===== config.mk =====
export PLATFORM = sky130hd
export DESIGN_NAME = text_overlay_flat
export DESIGN_NICKNAME = d
export VERILOG_FILES = /design/src/rtl/text_pkg.sv /design/src/rtl/text_overlay_if.sv /design/src/rtl/text_msg_ctrl.sv /design/src/rtl/text_overlay.sv /design/src/flat_wrapper.sv
export SDC_FILE = /design/constraint.sdc
export NUM_CORES = 1
export LEC_CHECK = 0
export ABC_AREA = 1
export BUFFER_PORTS_ARGS = -buffer_cell sky130_fd_sc_hd__buf_2
export CAP_MARGIN = 20
export CORE_MARGIN = 2
export CORE_UTILIZATION = 27
export DETAILED_ROUTE_END_ITERATION = 8
export HOLD_SLACK_MARGIN = 0.12
export PLACE_DENSITY = 0.48
export SLEW_MARGIN = 20
export SYNTH_ARGS = -nofsm -noshare
export SYNTH_HDL_FRONTEND = slang
export SYNTH_SLANG_ARGS = --single-unit

===== constraint.sdc =====
create_clock -name Clk -period 1.81 [get_ports Clk]
set_input_delay 0.0905 -clock Clk [delete_from_list [all_inputs] [get_ports Clk]]
set_output_delay 0.0905 -clock Clk [all_outputs]
set_load 0.01 [all_outputs]

===== src/rtl/text_pkg.sv =====
// Shared types, geometry constants and the message-to-glyph ROM for the
// text overlay stage.
package text_pkg;

    typedef enum logic [2:0] {
        G_S = 3'd0,
        G_C = 3'd1,
        G_O = 3'd2,
        G_R = 3'd3,
        G_E = 3'd4,
        G_T = 3'd5,
        G_I = 3'd6,
        G_M = 3'd7
    } glyph_t;

    typedef enum logic [1:0] {
        MSG_SCORE = 2'd0,
        MSG_TIME  = 2'd1,
        MSG_MORE  = 2'd2,
        MSG_BLANK = 2'd3
    } msg_t;

    localparam int CELL_W  = 16;
    localparam int GLYPH_W = 14;
    localparam int GLYPH_H = 14;

    // Character count of each message, indexed by msg_t.
    localparam logic [5:0] MSG_LEN [4] = '{6'd5, 6'd4, 6'd4, 6'd0};

    // Glyph shown in a given character slot of a message; slots past the
    // message length never hit, so their value is irrelevant.
    function automatic glyph_t msg_glyph(input msg_t msg, input logic [5:0] slot);
        glyph_t g;
        g = G_S;
        case (msg)
            MSG_SCORE: begin
                case (slot)
                    6'd0:    g = G_S;
                    6'd1:    g = G_C;
                    6'd2:    g = G_O;
                    6'd3:    g = G_R;
                    6'd4:    g = G_E;
                    default: g = G_S;
                endcase
            end
            MSG_TIME: begin
                case (slot)
                    6'd0:    g = G_T;
                    6'd1:    g = G_I;
                    6'd2:    g = G_M;
                    6'd3:    g = G_E;
                    default: g = G_S;
                endcase
            end
            MSG_MORE: begin
                case (slot)
                    6'd0:    g = G_M;
                    6'd1:    g = G_O;
                    6'd2:    g = G_R;
                    6'd3:    g = G_E;
                    default: g = G_S;
                endcase
            end
            default: g = G_S;
        endcase
        return g;
    endfunction

endpackage


===== src/rtl/text_overlay_if.sv =====
// Pixel, message-select and font-stage signals of the text overlay.
// master = scan counters / font stage / controller side, slave = overlay.
interface text_overlay_if;
    logic       frame_start;
    logic [9:0] DrawX;
    logic [9:0] DrawY;
    logic       pix_valid;
    logic       msg_sel_req;
    logic [1:0] msg_sel;
    logic       msg_sel_ack;
    logic       blink_en;
    logic [2:0] font_glyph;
    logic [3:0] font_row;
    logic [3:0] font_col;
    logic [5:0] font_pix;
    logic       text_valid;
    logic [5:0] text_idx;

    modport master (
        output frame_start, DrawX, DrawY, pix_valid, msg_sel_req, msg_sel,
               blink_en, font_pix,
        input  msg_sel_ack, font_glyph, font_row, font_col, text_valid, text_idx
    );

    modport slave (
        input  frame_start, DrawX, DrawY, pix_valid, msg_sel_req, msg_sel,
               blink_en, font_pix,
        output msg_sel_ack, font_glyph, font_row, font_col, text_valid, text_idx
    );
endinterface


===== src/rtl/text_msg_ctrl.sv =====
// Frame-synchronous message switch (req/ack) and blink phase generator.
module text_msg_ctrl
    import text_pkg::*;
#(
    parameter int BLINK_FRAMES = 30
) (
    input  logic Clk,
    input  logic Reset_n,
    input  logic frame_start,
    input  logic req,
    input  msg_t sel,
    input  logic blink_en,
    output msg_t active_msg,
    output logic shown,
    output logic ack
);

    typedef enum logic {
        ST_IDLE = 1'b0,
        ST_PEND = 1'b1
    } state_t;

    localparam logic [5:0] LAST_FRAME = 6'(BLINK_FRAMES - 1);

    state_t     state_r, state_nxt_s;
    msg_t       pend_r, pend_nxt_s;
    msg_t       active_r, active_nxt_s;
    logic       ack_r, ack_nxt_s;
    logic [5:0] frame_cnt_r;
    logic       shown_r;

    // Next-state logic: latch a request in IDLE, apply it at the next frame start.
    always_comb begin
        state_nxt_s  = state_r;
        pend_nxt_s   = pend_r;
        active_nxt_s = active_r;
        ack_nxt_s    = 1'b0;
        case (state_r)
            ST_IDLE: begin
                if (req) begin
                    pend_nxt_s  = sel;
                    state_nxt_s = ST_PEND;
                end else begin
                    state_nxt_s = ST_IDLE;
                end
            end
            ST_PEND: begin
                if (frame_start) begin
                    active_nxt_s = pend_r;
                    ack_nxt_s    = 1'b1;
                    state_nxt_s  = ST_IDLE;
                end else begin
                    state_nxt_s = ST_PEND;
                end
            end
            default: state_nxt_s = ST_IDLE;
        endcase
    end

    // FSM state register.
    always_ff @(posedge Clk) begin
        if (!Reset_n) begin
            state_r <= ST_IDLE;
        end else begin
            state_r <= state_nxt_s;
        end
    end

    // Pending/active message and the registered one-cycle ack.
    always_ff @(posedge Clk) begin
        if (!Reset_n) begin
            pend_r   <= MSG_SCORE;
            active_r <= MSG_SCORE;
            ack_r    <= 1'b0;
        end else begin
            pend_r   <= pend_nxt_s;
            active_r <= active_nxt_s;
            ack_r    <= ack_nxt_s;
        end
    end

    // Blink: count frames, toggle visibility every BLINK_FRAMES frames.
    always_ff @(posedge Clk) begin
        if (!Reset_n) begin
            frame_cnt_r <= 6'd0;
            shown_r     <= 1'b1;
        end else if (!blink_en) begin
            frame_cnt_r <= 6'd0;
            shown_r     <= 1'b1;
        end else if (frame_start) begin
            if (frame_cnt_r == LAST_FRAME) begin
                frame_cnt_r <= 6'd0;
                shown_r     <= ~shown_r;
            end else begin
                frame_cnt_r <= frame_cnt_r + 6'd1;
            end
        end
    end

    assign active_msg = active_r;
    assign shown      = shown_r;
    assign ack        = ack_r;

endmodule


===== src/rtl/text_overlay.sv =====
// Two-stage pixel pipeline drawing a short banner string at (X0, Y0):
// stage 1 addresses the font stage, stage 2 registers its palette index.
module text_overlay
    import text_pkg::*;
#(
    parameter int X0           = 240,
    parameter int Y0           = 16,
    parameter int BLINK_FRAMES = 30
) (
    input logic           Clk,
    input logic           Reset_n,
    text_overlay_if.slave bus
);

    msg_t       active_msg_s;
    logic       shown_s;
    logic       ack_s;

    logic [9:0] rx_s;
    logic [9:0] ry_s;
    logic [5:0] slot_s;
    logic [3:0] col_s;
    logic       hit_s;
    logic       pix_hit_s;

    logic [2:0] glyph_r;
    logic [3:0] row_r;
    logic [3:0] col_r;
    logic       hit1_r;
    logic       text_valid_r;
    logic [5:0] text_idx_r;

    text_msg_ctrl #(
        .BLINK_FRAMES (BLINK_FRAMES)
    ) u_ctrl (
        .Clk         (Clk),
        .Reset_n     (Reset_n),
        .frame_start (bus.frame_start),
        .req         (bus.msg_sel_req),
        .sel         (msg_t'(bus.msg_sel)),
        .blink_en    (bus.blink_en),
        .active_msg  (active_msg_s),
        .shown       (shown_s),
        .ack         (ack_s)
    );

    // Box hit test; left/top underflow wraps to large values and misses.
    always_comb begin
        rx_s   = bus.DrawX - 10'(X0);
        ry_s   = bus.DrawY - 10'(Y0);
        slot_s = rx_s[9:4];
        col_s  = rx_s[3:0];
        hit_s  = bus.pix_valid
               && (slot_s < MSG_LEN[active_msg_s])
               && (col_s < 4'(GLYPH_W))
               && (ry_s < 10'(GLYPH_H));
    end

    // Stage 1: font addresses (zero on a miss) and the hit flag.
    always_ff @(posedge Clk) begin
        if (!Reset_n) begin
            glyph_r <= 3'd0;
            row_r   <= 4'd0;
            col_r   <= 4'd0;
            hit1_r  <= 1'b0;
        end else begin
            hit1_r <= hit_s;
            if (hit_s) begin
                glyph_r <= msg_glyph(active_msg_s, slot_s);
                row_r   <= ry_s[3:0];
                col_r   <= col_s;
            end else begin
                glyph_r <= 3'd0;
                row_r   <= 4'd0;
                col_r   <= 4'd0;
            end
        end
    end

    assign pix_hit_s = hit1_r && shown_s && (bus.font_pix != 6'd0);

    // Stage 2: register the palette index for visible, non-transparent pixels.
    always_ff @(posedge Clk) begin
        if (!Reset_n) begin
            text_valid_r <= 1'b0;
            text_idx_r   <= 6'd0;
        end else begin
            text_valid_r <= pix_hit_s;
            text_idx_r   <= pix_hit_s ? bus.font_pix : 6'd0;
        end
    end

    assign bus.font_glyph  = glyph_r;
    assign bus.font_row    = row_r;
    assign bus.font_col    = col_r;
    assign bus.text_valid  = text_valid_r;
    assign bus.text_idx    = text_idx_r;
    assign bus.msg_sel_ack = ack_s;

endmodule


===== src/flat_wrapper.sv =====
// flat-port wrapper written by rule: the top's interface ports become plain ports
module text_overlay_flat import text_pkg::*;
#(
    parameter int X0           = 240,
    parameter int Y0           = 16,
    parameter int BLINK_FRAMES = 30
)
  (Clk, Reset_n, bus_frame_start, bus_DrawX, bus_DrawY, bus_pix_valid, bus_msg_sel_req, bus_msg_sel, bus_blink_en, bus_font_pix, bus_msg_sel_ack, bus_font_glyph, bus_font_row, bus_font_col, bus_text_valid, bus_text_idx);
  text_overlay_if bus_i ();
  input logic Clk;
  input logic Reset_n;
  input wire logic [$bits(bus_i.frame_start)-1:0] bus_frame_start;
  input wire logic [$bits(bus_i.DrawX)-1:0] bus_DrawX;
  input wire logic [$bits(bus_i.DrawY)-1:0] bus_DrawY;
  input wire logic [$bits(bus_i.pix_valid)-1:0] bus_pix_valid;
  input wire logic [$bits(bus_i.msg_sel_req)-1:0] bus_msg_sel_req;
  input wire logic [$bits(bus_i.msg_sel)-1:0] bus_msg_sel;
  input wire logic [$bits(bus_i.blink_en)-1:0] bus_blink_en;
  input wire logic [$bits(bus_i.font_pix)-1:0] bus_font_pix;
  output wire logic [$bits(bus_i.msg_sel_ack)-1:0] bus_msg_sel_ack;
  output wire logic [$bits(bus_i.font_glyph)-1:0] bus_font_glyph;
  output wire logic [$bits(bus_i.font_row)-1:0] bus_font_row;
  output wire logic [$bits(bus_i.font_col)-1:0] bus_font_col;
  output wire logic [$bits(bus_i.text_valid)-1:0] bus_text_valid;
  output wire logic [$bits(bus_i.text_idx)-1:0] bus_text_idx;
  assign bus_i.frame_start = bus_frame_start;
  assign bus_i.DrawX = bus_DrawX;
  assign bus_i.DrawY = bus_DrawY;
  assign bus_i.pix_valid = bus_pix_valid;
  assign bus_i.msg_sel_req = bus_msg_sel_req;
  assign bus_i.msg_sel = bus_msg_sel;
  assign bus_i.blink_en = bus_blink_en;
  assign bus_i.font_pix = bus_font_pix;
  assign bus_msg_sel_ack = bus_i.msg_sel_ack;
  assign bus_font_glyph = bus_i.font_glyph;
  assign bus_font_row = bus_i.font_row;
  assign bus_font_col = bus_i.font_col;
  assign bus_text_valid = bus_i.text_valid;
  assign bus_text_idx = bus_i.text_idx;
  text_overlay #(.X0(X0), .Y0(Y0), .BLINK_FRAMES(BLINK_FRAMES)) u_core (.Clk(Clk), .Reset_n(Reset_n), .bus(bus_i));
endmodule

==> flow_summary_export.csv <==
group,metric,value,unit
timing,final.setup.tns,0,ns
clock_tree,clock_latency,0.28,ns
timing,final.min_clock_period,1.53,ns
worst_setup_path,critPathKind,"flip-flop to flip-flop",
die,rows,27,
timing,slew_headroom,81.9,%
grt,grt_usage,11.5,%
clock_tree,cts_buffers,5,
timing,hold_ws,0.138,ns
worst_setup_path,path_max_fanout,9,
grt,antenna_found_initial,0,
synth,synth_edf_count,0,
placed_design,place.gp.congestion,0.809,
grt,grt_pass1_vias,1415,
timing,finalClockSkew,0.00485,ns
die,ioPinCount,53,
route,ant_nets,0,
die,die_h,79.3,um
route,routedWlPerCell,9.40,um
cells_and_area,utilization,39.7,%
route,drc,0,
synth,async_flop_share,0,%
synth,yosysWarnings,0,
run,drv_cap,0,
worst_setup_path,arrival,1.74,ns
worst_setup_path,cp-end-kind,"flip-flop",
power,vdd_drop_max,0.309,mV
route,dr_total_vias,1447,
cells_and_area,area.growth.synth_to_final,42.6,%
cells_and_area,seqCellArea,641,sq um
timing,grt_setup_unrepaired,"no",
die,die_x,79.3,um
synth,synth-main-ff-cell,"dfxtp_1",
timing,setup_viol,0,
route,wl,3.38,mm
synth,avgSynthCellArea,7.40,sq um
timing,timing.final.crit_share,84.5,%
placed_design,portBuffers,52,
worst_setup_path,worstPathRequired,2.02,ns
die,start_util,27.8,%
clock_tree,cts_tree,"built",
worst_setup_path,critPathSlowestCell,"dfxtp_1",
grt,grt_overflow,0,
power,total_power,0.00146,W
timing,worst_pin_slew,0.270,ns
synth,ys_types,28,
clock_tree,cts_root_buf,"clkbuf_8",
worst_setup_path,cp_cell_sequence,"nand2_1 -> inv_1 -> ha_1 -> o31ai_4 -> nand4_2 -> nor2_4 -> inv_4 -> a21oi_2",
synth,yosysMostFrequentCell,"inv_1",
cells_and_area,num-nets-final,329,
grt,grt_max_degree,10,
synth,ys_seq_area_share,41.8,%
die,core,5510,sq um
clock_tree,cts_setup_buffers,0,
synth,yosys.area.top_type,"dfxtp_1",
worst_setup_path,cpLargestDelayFamily,"simple AND/OR/NAND/NOR gates",
clock_tree,cts_max_path_buffers,2,
placed_design,dp_hpwl,2.51,mm
clock_tree,htree_levels,2,
timing,slew_violations,0,
synth,synth_area,1530,sq um
timing,fmax,0.654,GHz
timing,final_hold_viol_count,0,
min_path,hold_class,"primary input to flip-flop",
power,p_per_area,667,nW/um^2
synth,synth_top_cells_by_count,"inv_1, nand2_1, dfxtp_1",
power,p_leak,1.12,nW
route,vias_per_cell,4.02,
worst_setup_path,slowest_delay,0.41,ns
cells_and_area,drive_gt1_share,27.4,%
route,drtIter0Drc,40,
synth,netlist.area_leader.share,41.8,%
cells_and_area,multi_input_area,718,sq um
cells_and_area,antenna_cells,0,
worst_setup_path,path_buf_inv,2,
synth,synth.net_count,249,
cells_and_area,nFillCells,588,
die,die-area,6290,sq um
route,drtPass1Iterations,4,
run_status,status,"finished clean",
synth,synth_seq_cells,32,
synth,synth.top_cells.by_area,"dfxtp_1, inv_1, nand2_1, ha_1, nor2_1",
grt,grt_first_pass_wirelength,5.66,mm
synth,syn-instance-count,207,
clock_tree,path_clk_slew,0.06,ns
worst_setup_path,cp-start-kind,"flip-flop",
clock_tree,clock_sinks,32,
## area by class of cell
class / count / share of cell area (%)
tap: 72 / 4.12
multi-input combinational: 130 / 32.9
clock buffer: 8 / 4.12
inverter: 44 / 7.67
timing repair buffer: 74 / 21.9
sequential: 32 / 29.3
## layout by cell type, fill, tap and decap left out
cell,n
nand3_1,12
a31oi_1,1
nor4_1,1
nand2_1,36
nor3_1,5
a21oi_1,7
inv_4,1
o21ai_0,6
a21oi_2,1
clkbuf_1,2
dlygate4sd3_1,21
inv_2,2
o22ai_1,1
nand3_2,1
inv_1,41
nand4_1,3
nand3b_1,1
a211oi_1,1
nand2_2,1
nand4_2,1
nor2_4,1
ha_1,8
o211ai_1,1
xor2_1,2
nor2_1,25
nor2_2,11
o31ai_4,1
dfxtp_1,32
buf_2,52
clkbuf_8,6
buf_4,1
nor3b_1,3
## metal layers
layer  vias up  track usage [%]  share of wire, %
li1        802                -                 -
met1       614             12.1                43
met2        25             21.3                51
met3         6             3.41               4.1
met4         0             4.66               1.9
met5         -                0                 0
## per-stage QoR
step           cells  area (sq um)  worst slack (ns)
2_1_floorplan    207          1530             0.394
3_3_place_gp     331          1880             0.172
3_5_place_dp     331          1880             0.118
4_1_cts          360          2180             0.255
5_1_grt          360          2180             0.155
6_report         360          2180             0.280
## registers in the layout, summed over array words and instances (netlist names)
| register | cells |
|---|---|
| u_core.bus.text_valid | 1 |
| u_core.u_ctrl.state_r | 1 |
| u_core.u_ctrl.shown | 1 |
| u_core.u_ctrl.pend_r | 2 |
| u_core.u_ctrl.frame_cnt_r | 6 |
| u_core.bus.text_idx | 6 |
| u_core.u_ctrl.active_msg | 2 |
| u_core.hit1_r | 1 |
| u_core.bus.font_glyph | 3 |
| u_core.bus.font_col | 4 |
| u_core.u_ctrl.ack | 1 |
| u_core.bus.font_row | 4 |
## tightest hold or removal path: stages
cell	delay [ns]
buf_2	0.14
nand2_1	0.10
nor2_1	0.04
## kinds of logic after synthesis
family          synth area share, %
xor+xnor                       1.14
fa+ha+maj                      6.54
buf+inv                        11.3
simple gates                   31.2
compound gates                 8.01
flops                          41.8
## final timing paths
check | start | end | slack, ns | cells after the start
max | u_core.u_ctrl.active_msg[1] | u_core.bus.font_glyph[0] | 0.28 | 8
min | Reset_n | u_core.u_ctrl.state_r | 0.14 | 3
max reg2reg | u_core.u_ctrl.active_msg[1] | u_core.bus.font_glyph[0] | 0.28 | 8
min reg2reg | u_core.u_ctrl.pend_r[0] | u_core.u_ctrl.pend_r[0] | 0.46 | 2
## report_power, final
part           leakage (nW)  switching, W  total (W)  internal (W)
Clock                0.0455      0.000240   0.000549      0.000310
Combinational         0.819     0.0000946   0.000188     0.0000933
Sequential            0.259    0.00000540   0.000719      0.000714
Total                  1.12      0.000340    0.00146       0.00112
## what timing repair did
action | in CTS | in global routing
endpoints found under the hold margin | 19 | 0
resized for setup | 0 | 0
hold buffers | 21 | 0
Power figures use the tool's default switching activity.
